## src/rtl/hazard_ctrl_pkg.sv

```systemverilog
// Shared types for the pipeline hazard controller.
package definitions;

    typedef logic       Signal;
    typedef logic [4:0] RegAddr;

    typedef enum logic {RUN, MUL_BUSY} hz_mode_t;

    // A producer matches a source when it writes the register file,
    // its destination is not r0, and the addresses agree.
    function automatic Signal reg_match(input Signal we, input RegAddr rd, input RegAddr src);
        return we & (rd != '0) & (rd == src);
    endfunction

endpackage

```

## src/rtl/hazard_ctrl_fwd_match.sv

```systemverilog
// Compares one D/X source operand against the X and M destinations.
module fwd_match
    import definitions::*;
(
    input  logic [4:0] i_src_addr,
    input  logic       i_uses_src,
    input  logic [4:0] i_x_rd_addr,
    input  logic       i_x_reg_write,
    input  logic [4:0] i_m_rd_addr,
    input  logic       i_m_reg_write,
    output logic       o_match_x,
    output logic       o_match_m
);

    assign o_match_x = i_uses_src & reg_match(i_x_reg_write, i_x_rd_addr, i_src_addr);
    assign o_match_m = i_uses_src & reg_match(i_m_reg_write, i_m_rd_addr, i_src_addr);

endmodule

```

## src/rtl/hazard_ctrl.sv

```systemverilog
// Hazard/stall sequencer: forwarding selects, pipeline holds/flushes,
// multi-cycle multiply tracking and a stall-cycle counter.
module hazard_ctrl
    import definitions::*;
#(
    parameter int unsigned MUL_LAT = 4,
    parameter int unsigned CNT_W   = 32
) (
    input  logic             clk,
    input  logic             rst,
    input  logic [4:0]       dx_rs_addr,
    input  logic [4:0]       dx_rt_addr,
    input  logic             dx_uses_rs,
    input  logic             dx_uses_rt,
    input  logic             dx_is_mul,
    input  logic [4:0]       x_rd_addr,
    input  logic             x_reg_write,
    input  logic             x_mem_read,
    input  logic             x_branch_taken,
    input  logic [4:0]       m_rd_addr,
    input  logic             m_reg_write,
    input  logic             m_mem_req,
    input  logic             mem_ready,
    output logic             stall,
    output logic             fwdX_rs,
    output logic             fwdX_rt,
    output logic             fwdM_rs,
    output logic             fwdM_rt,
    output logic             hold_fd,
    output logic             hold_dx,
    output logic             hold_x,
    output logic             hold_m,
    output logic             bubble_m,
    output logic             flush_fd,
    output logic [CNT_W-1:0] stall_cycles
);

    localparam logic [3:0] MUL_INIT = 4'(MUL_LAT - 1);

    hz_mode_t         r_mode;
    hz_mode_t         w_mode_nxt;
    logic [3:0]       r_mul_cnt;
    logic [3:0]       w_mul_cnt_nxt;
    logic [CNT_W-1:0] r_stall_cycles;

    logic w_mx_rs, w_mm_rs, w_mx_rt, w_mm_rt;
    logic w_lu, w_mem_wait;

    fwd_match u_match_rs (
        .i_src_addr    (dx_rs_addr),
        .i_uses_src    (dx_uses_rs),
        .i_x_rd_addr   (x_rd_addr),
        .i_x_reg_write (x_reg_write),
        .i_m_rd_addr   (m_rd_addr),
        .i_m_reg_write (m_reg_write),
        .o_match_x     (w_mx_rs),
        .o_match_m     (w_mm_rs)
    );

    fwd_match u_match_rt (
        .i_src_addr    (dx_rt_addr),
        .i_uses_src    (dx_uses_rt),
        .i_x_rd_addr   (x_rd_addr),
        .i_x_reg_write (x_reg_write),
        .i_m_rd_addr   (m_rd_addr),
        .i_m_reg_write (m_reg_write),
        .o_match_x     (w_mx_rt),
        .o_match_m     (w_mm_rt)
    );

    assign w_lu       = x_mem_read & (w_mx_rs | w_mx_rt);
    assign w_mem_wait = m_mem_req & ~mem_ready;
    assign stall_cycles = r_stall_cycles;

    // Mode, multiply countdown and stall counter registers.
    always_ff @(posedge clk) begin
        if (rst) begin
            r_mode         <= RUN;
            r_mul_cnt      <= '0;
            r_stall_cycles <= '0;
        end else begin
            r_mode    <= w_mode_nxt;
            r_mul_cnt <= w_mul_cnt_nxt;
            if (hold_fd)
                r_stall_cycles <= r_stall_cycles + CNT_W'(1);
        end
    end

    // Prioritised control decode and next-state logic.
    always_comb begin
        w_mode_nxt    = r_mode;
        w_mul_cnt_nxt = r_mul_cnt;
        stall    = 1'b0;
        fwdX_rs  = 1'b0;
        fwdX_rt  = 1'b0;
        fwdM_rs  = 1'b0;
        fwdM_rt  = 1'b0;
        hold_fd  = 1'b0;
        hold_dx  = 1'b0;
        hold_x   = 1'b0;
        hold_m   = 1'b0;
        bubble_m = 1'b0;
        flush_fd = 1'b0;
        if (!rst) begin
            fwdX_rs = w_mx_rs & ~x_mem_read;
            fwdX_rt = w_mx_rt & ~x_mem_read;
            fwdM_rs = w_mm_rs;
            fwdM_rt = w_mm_rt;
            if (w_mem_wait) begin
                hold_fd = 1'b1;
                hold_dx = 1'b1;
                hold_x  = 1'b1;
                hold_m  = 1'b1;
            end else if (r_mode == MUL_BUSY) begin
                hold_fd       = 1'b1;
                hold_dx       = 1'b1;
                hold_x        = 1'b1;
                bubble_m      = 1'b1;
                w_mul_cnt_nxt = r_mul_cnt - 4'd1;
                if (r_mul_cnt == 4'd1)
                    w_mode_nxt = RUN;
            end else if (x_branch_taken) begin
                flush_fd = 1'b1;
                stall    = 1'b1;
            end else if (w_lu) begin
                stall   = 1'b1;
                hold_fd = 1'b1;
                hold_dx = 1'b1;
            end else if (dx_is_mul && (MUL_LAT > 1)) begin
                w_mode_nxt    = MUL_BUSY;
                w_mul_cnt_nxt = MUL_INIT;
            end
        end
    end

endmodule

```

## config.mk

```make
export PLATFORM = sky130hd
export DESIGN_NAME = hazard_ctrl
export DESIGN_NICKNAME = d
export VERILOG_FILES = /design/src/rtl/hazard_ctrl_pkg.sv /design/src/rtl/hazard_ctrl_fwd_match.sv /design/src/rtl/hazard_ctrl.sv
export SDC_FILE = /design/constraint.sdc
export NUM_CORES = 1
export LEC_CHECK = 0
export CAP_MARGIN = 20
export CORE_MARGIN = 2
export CORE_UTILIZATION = 48
export DETAILED_ROUTE_END_ITERATION = 7
export HOLD_SLACK_MARGIN = 0.02
export PLACE_DENSITY = 0.8
export SLEW_MARGIN = 20
export SYNTH_ARGS = -nofsm -noshare
export SYNTH_HDL_FRONTEND = slang
export SYNTH_SLANG_ARGS = --single-unit
```

## constraint.sdc

```tcl
create_clock -name clk -period 2.68 [get_ports clk]
set_clock_uncertainty 0.05 [all_clocks]
set_input_delay 0.536 -clock clk [delete_from_list [all_inputs] [get_ports clk]]
set_output_delay 0.536 -clock clk [all_outputs]
set_load 0.005 [all_outputs]
```

# ---- Word level (Yosys, flattened, before mapping)
# Index checks and enable logic that the tools add are counted.
dict set report totals {
  in_bits 31
  regBits 37
  word_cells 67
  output_inout_bits 43
}
dict set report op_classes {
  add_sub_neg 2
  n_mux 33
  bitwise 18
  n_reduce_logical 4
  n_eq_ne 7
}
# cell n
set ops {}
lappend ops {{$add A32 B1 Y32 const B} 1}
lappend ops {{$mux W1} 29}
lappend ops {{$eq A5 B5 Y1} 4}
lappend ops {{$mux W4} 4}
lappend ops {{$and A1 B1 Y1} 14}
lappend ops {{$reduce_bool A5 Y1} 2}
lappend ops {{$eq A4 B1 Y1 const B} 1}
lappend ops {{$reduce_and A4 Y1} 1}
lappend ops {{$sub A4 B1 Y4 const B} 1}
lappend ops {{$not A1 Y1} 3}
lappend ops {{$ne A2 B1 Y1 const B} 1}
lappend ops {{$ne A2 B2 Y1 const B} 1}
lappend ops {{$reduce_bool A2 Y1} 1}
lappend ops {{$or A1 B1 Y1} 1}

# ---- Depth between registers and ports, before layout
# Gate-level depths: netlist of the first run.
dict set report logic_depth {
  ltp_word 11
  depth_mapped 7
  mapped_depth_nobuf 6
}

# ---- By module
# Synthesis of the first run repeated with hierarchy kept, for this count alone.
dict set report hier_totals {
  cells_unflattened 272
  area_unflattened_um2 2169.6
}
# mod seq_area_each_um2 instances cells_each area_per_inst_um2
set by_module_without_submodules {}
lappend by_module_without_submodules {hazard_ctrl 740.7 1 234 1886.8}
lappend by_module_without_submodules {fwd_match 0.0 2 19 141.4}

# ---- Worst setup path before layout of the first run
# OpenSTA, ideal clock, no wires.
dict set report synth_path {
  kind {input port to output port}
  startpoint {in x_rd_addr[4]}
  endpoint {out hold_fd}
  arrival_time_ps 1842
  required_time_ps 2094
  path_stages 7
  slack_ps 252
  path_cell_list {xor2_1 -> nor4_1 -> and3_2 -> o21ai_4 -> buf_6 -> a21oi_1 -> buf_4}
}
dict set report synth_between {
  elab_chain_cells 11
  elab_cells_between_ends 15
}
# item line_no
set synth_lines {}
lappend synth_lines {{from (decl)} hazard_ctrl.sv:16} ;# input logic [4:0] x_rd_addr,
lappend synth_lines {{$reduce_bool A5 Y1} hazard_ctrl_pkg.sv:12} ;# return we & (rd != '0) & (rd == src);
lappend synth_lines {{$and A1 B1 Y1 (2 in a row)} hazard_ctrl_pkg.sv:12}
lappend synth_lines {{$and A1 B1 Y1} hazard_ctrl_fwd_match.sv:15} ;# assign o_match_x = i_uses_src & reg_match(i_x_reg_write, i_x_rd_addr, i_src_addr);
lappend synth_lines {{$or A1 B1 Y1 *} hazard_ctrl.sv:71} ;# assign w_lu = x_mem_read & (w_mx_rs | w_mx_rt);
lappend synth_lines {{$and A1 B1 Y1 *} hazard_ctrl.sv:71}
lappend synth_lines {{$mux W1 * (5 in a row)} n/a}
lappend synth_lines {{to (decl)} hazard_ctrl.sv:29} ;# output logic hold_fd,
# Mark *: on every way between the ends. The rest lies on a longest branch, timed or not.

# ---- Worst setup path in the final report of the first run
dict set report layout_path {
  startpoint {in dx_rt_addr[1]}
  endpoint {out stall}
}
dict set report layout_between {
  elab_chain_cells 10
}
# item line_no
set layout_lines {}
lappend layout_lines {{from (decl)} hazard_ctrl.sv:12} ;# input logic [4:0] dx_rt_addr,
lappend layout_lines {{$eq A5 B5 Y1} hazard_ctrl_pkg.sv:12}
lappend layout_lines {{$and A1 B1 Y1} hazard_ctrl_pkg.sv:12}
lappend layout_lines {{$and A1 B1 Y1} hazard_ctrl_fwd_match.sv:15}
lappend layout_lines {{$or A1 B1 Y1} hazard_ctrl.sv:71}
lappend layout_lines {{$and A1 B1 Y1} hazard_ctrl.sv:71}
lappend layout_lines {{$mux W1} hazard_ctrl.sv:125} ;# end else if (w_lu) begin
lappend layout_lines {{$mux W1} hazard_ctrl.sv:122} ;# end else if (x_branch_taken) begin
lappend layout_lines {{$mux W1} hazard_ctrl.sv:114} ;# end else if (r_mode == MUL_BUSY) begin
lappend layout_lines {{$mux W1} hazard_ctrl.sv:109} ;# if (w_mem_wait) begin
lappend layout_lines {{$mux W1} hazard_ctrl.sv:104} ;# if (!rst) begin
lappend layout_lines {{to (decl)} hazard_ctrl.sv:24} ;# output logic stall,
# No other way between the ends.

==> results of run 1 <==
-- routing by layer --
layer | track usage [%] | share of wire [%]
met5 | 0 | 0
met1 | 31.2 | 44
met2 | 43.6 | 50
met3 | 4.53 | 4.3
met4 | 9.46 | 2.1
-- synthesized netlist by cell type, types with 2 or more instances --
cell	number	area, um^2
xor2_1	8	70.1
a21oi_1	20	100
and2_1	2	12.5
nor2_1	40	150
mux2_4	10	150
a21boi_1	2	15.0
and3_1	7	43.8
inv_1	7	26.3
or3_1	2	12.5
o21ai_4	2	32.5
nand2_1	20	75.1
nand2b_1	2	12.5
nand3_1	18	90.1
nand4_1	6	37.5
o211ai_1	2	15.0
buf_6	2	22.5
nor3_1	7	35.0
dfxtp_1	37	741
clkbuf_1	9	33.8
a211oi_1	3	22.5
ha_1	3	37.5
o21ai_0	3	15.0
mux2_1	11	124
nor4_1	4	25.0
nor2b_1	30	188
mux2_2	9	101
xnor2_1	12	105
a21oi_2	9	78.8
-- flip-flops by register name, indices dropped and copies added, names as in the netlist --
| register | cells |
|---|---|
| r_mode | 1 |
| r_mul_cnt | 4 |
| stall_cycles | 32 |
-- per-stage QoR --
stage	setup WS [ns]	cell area, um^2	TNS [ns]	util [%]	total power, uW
2_1_floorplan	0.252	2610	0	-	687
3_3_place_gp	-0.585	3630	-8.30	70.2	809
3_5_place_dp	-0.670	3630	-9.76	70.2	816
4_1_cts	0.00191	3830	0	74.1	1330
5_1_grt	-0.116	3880	-0.179	75.0	1390
6_report	-0.0615	3880	-0.0821	75.0	1340
-- cells by family (layout without fill, tap and decap cells) --
logic type | after synthesis | count (layout) | share of synthesized area, %
AOI/OAI and AO/OA | 48 | 48 | 13.9
xor gates and xnor gates | 20 | 20 | 6.72
muxes | 31 | 31 | 14.8
buffers and inverters | 21 | 135 | 4.37
adders and majority gates | 3 | 3 | 1.44
DFF | 37 | 37 | 28.4
and+or+nand+nor | 148 | 148 | 30.4
-- critical path: cells and delay by family --
| kind | cells | cell delay (ns) |
|---|---|---|
| compound gates | 1 | 0.30 |
| simple gates | 3 | 0.40 |
| xor+xnor | 1 | 0.25 |
| buf+inv | 2 | 0.66 |
-- final cells by class --
class                      count  share of cell area, %
clock inverter                 1                  0.774
clock buffer                   7                   2.23
timing repair buffer         120                   27.2
multi-input combinational    250                   47.8
sequential                    37                   19.1
inverter                       7                  0.677
tap                           70                   2.26
-- worst paths after layout --
kind	start	end	slack [ns]
max	dx_rt_addr[1]	stall	-0.06
min	stall_cycles[1]	stall_cycles[1]	0.47
max reg2reg	stall_cycles[4]	stall_cycles[20]	0.32
min reg2reg	stall_cycles[1]	stall_cycles[1]	0.47
-- repair_timing --
action | in CTS | in global routing
pin swaps | 12 | 15
gates resized for setup | 59 | 30
setup buffers | 10 | 1
endpoints found under the setup margin | 19 | 7
-- report_power, final --
part / switching, uW / total (uW) / internal (uW)
sequential: 11.2 / 570 / 559
clock: 205 / 509 / 304
combinational: 131 / 262 / 131
total: 348 / 1340 / 993
==> results.py, run 1 <==
metrics = {
    "final_layout": {
        "fin_cells": 492,
        "final_nets": 455,
        "layout_commonest_cell": "clkdlybuf4s50_1",
        "area_growth_pct": 48.9,
        "mostFrequentLayoutCells": "clkdlybuf4s50_1 (50), buf_4 (46), nor2_1 (39)",
        "final.fill_count": 366,
        "n_antenna_cell": 0,
        "multi_input_area_um2": 1860,
        "regArea_um2": 741,
        "drive_gt1_share_pct": 29.4,
    },
    "synthesis": {
        "async_reset_ff_share_pct": 0,
        "synthFlopType": "dfxtp_1",
        "synth-edff-count": 0,
        "avgSynthCellArea_um2": 8.46,
        "synth_cell_types": 49,
        "syn-cell-area_um2": 2600,
        "synthesis.nets": 342,
        "yosys_warnings": 0,
        "ys_seq_elements": 37,
        "yosysSeqAreaShare_pct": 28.4,
        "syn_inst": 308,
    },
    "timing": {
        "setup_ws_ns": -0.0615,
        "fin_crit_ns": 2.74,
        "setup_viol": 2,
        "rsz0062_at_grt": "yes",
        "timing.fmax_mhz": 365,
        "hold_violations": 0,
        "slew_headroom_pct": 69.7,
        "worstMarginPinSlew_ns": 0.451,
        "whs_ns": 0.474,
        "maxSlewViolCount": 0,
        "timing.final.crit_share_pct": 102,
    },
    "drt": {
        "ant_nets": 0,
        "initialDrtViolationCount": 197,
        "routed_wl_um": 7740,
        "first_pass_iters": 4,
        "drc": 0,
        "num_vias": 2664,
        "avgRoutedWirePerCell_um": 15.7,
        "avgViaCountPerCell": 5.41,
    },
    "clock_tree": {
        "clk_pin_slew_ns": 0.07,
        "cts_buffers": 5,
        "clkSinkCount": 37,
        "hold_buffers": 0,
        "htreeDepth": 2,
        "cts_buffer_depth": 2,
        "cts_tree": "built",
        "clk_latency_ns": 0.29,
        "root_buffer": "clkbuf_8",
    },
    "critical_path": {
        "rr_worst_depth": 6,
        "arrival_ns": 2.16,
        "endpoint_kind": "output pin",
        "max_stage_delay_ns": 0.49,
        "worstPathMaxFanout": 2,
        "crit_type": "in2out",
        "crit_path_top_delay_cell": "clkdlybuf4s50_1",
        "cp_data_required_time_ns": 2.09,
        "startpoint_type": "primary input",
        "path_cells": "clkdlybuf4s50_1, xnor2_2, nand3_2, a211oi_4, nor2_2, nor3_2, buf_2",
    },
    "global_routing": {
        "grt_pass1_wl_um": 12100,
        "grt_usage_pct": 25.3,
        "grt_pass1_vias": 2581,
        "antenna_found_initial": 0,
        "grt_max_degree": 36,
        "grt-ovfl-total": 0,
    },
    "outcome": {
        "outcome": "complete, but fails checks",
        "violations": "setup timing",
    },
    "run": {
        "maxCapViolations": 0,
    },
    "hold_path": {
        "holdPathStages": 2,
        "min_path_type": "reg2reg",
    },
    "power_and_ir_drop": {
        "powerDensity_nw_per_um2": 346,
        "ir_drop_v": 0.000302,
        "p_leak_uw": 0.00154,
    },
    "floorplanning": {
        "dieArea_um2": 6030,
        "ios": 74,
        "initial_utilization_pct": 50.4,
        "core-area_um2": 5170,
        "die_h_um": 77.7,
        "rows": 26,
        "die_w_um": 77.7,
    },
    "placed_design": {
        "port_buffers": 73,
        "dpl.cell_count": 475,
        "dp_hpwl_um": 5160,
        "place_congestion": 0.902,
    },
}
Note: power is estimated with default switching activity, not from simulation.
==> run 2, diff against run 1 <==
CORE_ASPECT_RATIO = 0.9   (was unset)
==> results.py, run 2 (synthesis results as in run 1) <==
metrics = {
    "outcome": {
        "outcome": "finished, final reports clean",
    },
    "global_routing": {
        "grt_max_degree": 45,
        "grt-ovfl-total": 0,
        "grt_usage_pct": 25.1,
        "grt_pass1_vias": 2633,
        "grt_pass1_wl_um": 11800,
        "antenna_found_initial": 0,
    },
    "final_layout": {
        "final_nets": 452,
        "final.fill_count": 430,
        "mostFrequentLayoutCells": "clkdlybuf4s50_1 (50), buf_4 (42), nor2_1 (40)",
        "n_antenna_cell": 0,
        "final_cell_area_um2": 3760,
        "area_growth_pct": 44.5,
        "drive_gt1_share_pct": 27.0,
        "largest_register_ffs": 32,
        "layout_commonest_cell": "clkdlybuf4s50_1",
    },
    "timing": {
        "setup_ws_ns": 0.0468,
        "timing.final.crit_share_pct": 98.3,
        "slew_headroom_pct": 70.3,
        "whs_ns": 0.466,
        "hold_violations": 0,
        "timing.fmax_mhz": 380,
        "maxSlewViolCount": 0,
        "rsz0062_at_grt": "yes",
        "setup_viol": 0,
        "fin_crit_ns": 2.63,
        "fin_setup_tns_ns": 0,
        "worstMarginPinSlew_ns": 0.444,
    },
    "power_and_ir_drop": {
        "powerDensity_nw_per_um2": 317,
        "ir_drop_v": 0.000234,
        "p_leak_uw": 0.00151,
    },
    "critical_path": {
        "worstPathMaxFanout": 2,
        "cp_data_required_time_ns": 2.09,
        "arrival_ns": 2.05,
        "startpoint_type": "primary input",
        "crit_type": "in2out",
        "endpoint_kind": "output pin",
    },
    "drt": {
        "routed-wl-met2_um": 3460,
        "wl_met3_um": 398,
        "first_pass_iters": 4,
        "initialDrtViolationCount": 134,
        "routed_wl_um": 7240,
        "num_vias": 2599,
        "wl_met1_um": 3150,
        "ant_nets": 0,
        "drc": 0,
        "avgViaCountPerCell": 5.35,
        "routed.top_layer": "met4",
        "avgRoutedWirePerCell_um": 14.9,
    },
    "clock_tree": {
        "clk_latency_ns": 0.28,
        "root_buffer": "clkbuf_8",
        "cts_tree": "built",
        "clk_pin_slew_ns": 0.07,
        "cts_buffer_depth": 2,
        "cts_buffers": 5,
        "clkSinkCount": 37,
        "htreeDepth": 2,
    },
    "placed_design": {
        "dp_hpwl_um": 5390,
        "port_buffers": 73,
        "place_area_um2": 3640,
        "place_congestion": 0.897,
        "dp_slack_ns": -0.708,
    },
    "hold_path": {
        "min_path_type": "reg2reg",
    },
    "floorplanning": {
        "ios": 74,
        "dieArea_um2": 6030,
        "rows": 25,
        "core-area_um2": 5260,
        "initial_utilization_pct": 49.6,
        "die_h_um": 73.9,
        "die_w_um": 81.7,
    },
    "run": {
        "maxCapViolations": 0,
    },
}
run 2: layer usage:
layer,GRT usage [%],vias to the layer above
met5,0,-
met4,9.44,0
met3,5.77,22
met2,42.6,82
met1,30.9,1198
li1,-,1297
run 2: final cells by class:
cell class	instances	area, um^2	area share (%)
tap	67	83.8	2.23
inverter	7	26.3	0.698
clock buffer	8	80.1	2.13
sequential	37	741	19.7
multi-input combinational	250	1810	48.1
timing repair buffer	117	1020	27.2
run 2: final timing paths:
check / slack (ns) / end / cells past startpoint / startpoint
min: 0.47 / stall_cycles[1] / 2 / stall_cycles[1]
min reg2reg: 0.47 / stall_cycles[1] / 2 / stall_cycles[1]
max reg2reg: 0.32 / stall_cycles[17] / 6 / stall_cycles[4]
max: 0.05 / stall / 8 / dx_rt_addr[0]
run 2: power by group:
part	internal, uW	total (uW)	switching [uW]	leakage [uW]
Combinational	127	248	121	0.00117
Clock	185	376	191	0.0000395
Sequential	559	570	11.1	0.000299
Total	871	1190	323	0.00151
run 2: metrics by stage:
stage | std cells | total power, uW | util, %
after floorplan | 308 | 687 | -
after global placement | 472 | 814 | 69.2
after detailed placement | 472 | 822 | 69.2
after CTS | 485 | 1190 | 71.4
after global routing | 486 | 1250 | 71.6
final | 486 | 1190 | 71.6
run 2: what timing repair did:
item,in CTS,in global routing
endpoints found under the setup margin,21,7
hold buffers,0,0
resized for setup,51,19
gates cloned,0,0
buffers inserted,6,1
pin swaps,13,12
hold endpoints to repair,0,0
run 2: worst max-delay path, stage by stage:
cell	delay, ns
dlygate4sd2_1	0.25
xor2_1	0.15
nor4_2	0.31
nand3_2	0.13
a211oi_2	0.26
nor2_1	0.10
nor3_2	0.16
buf_2	0.16
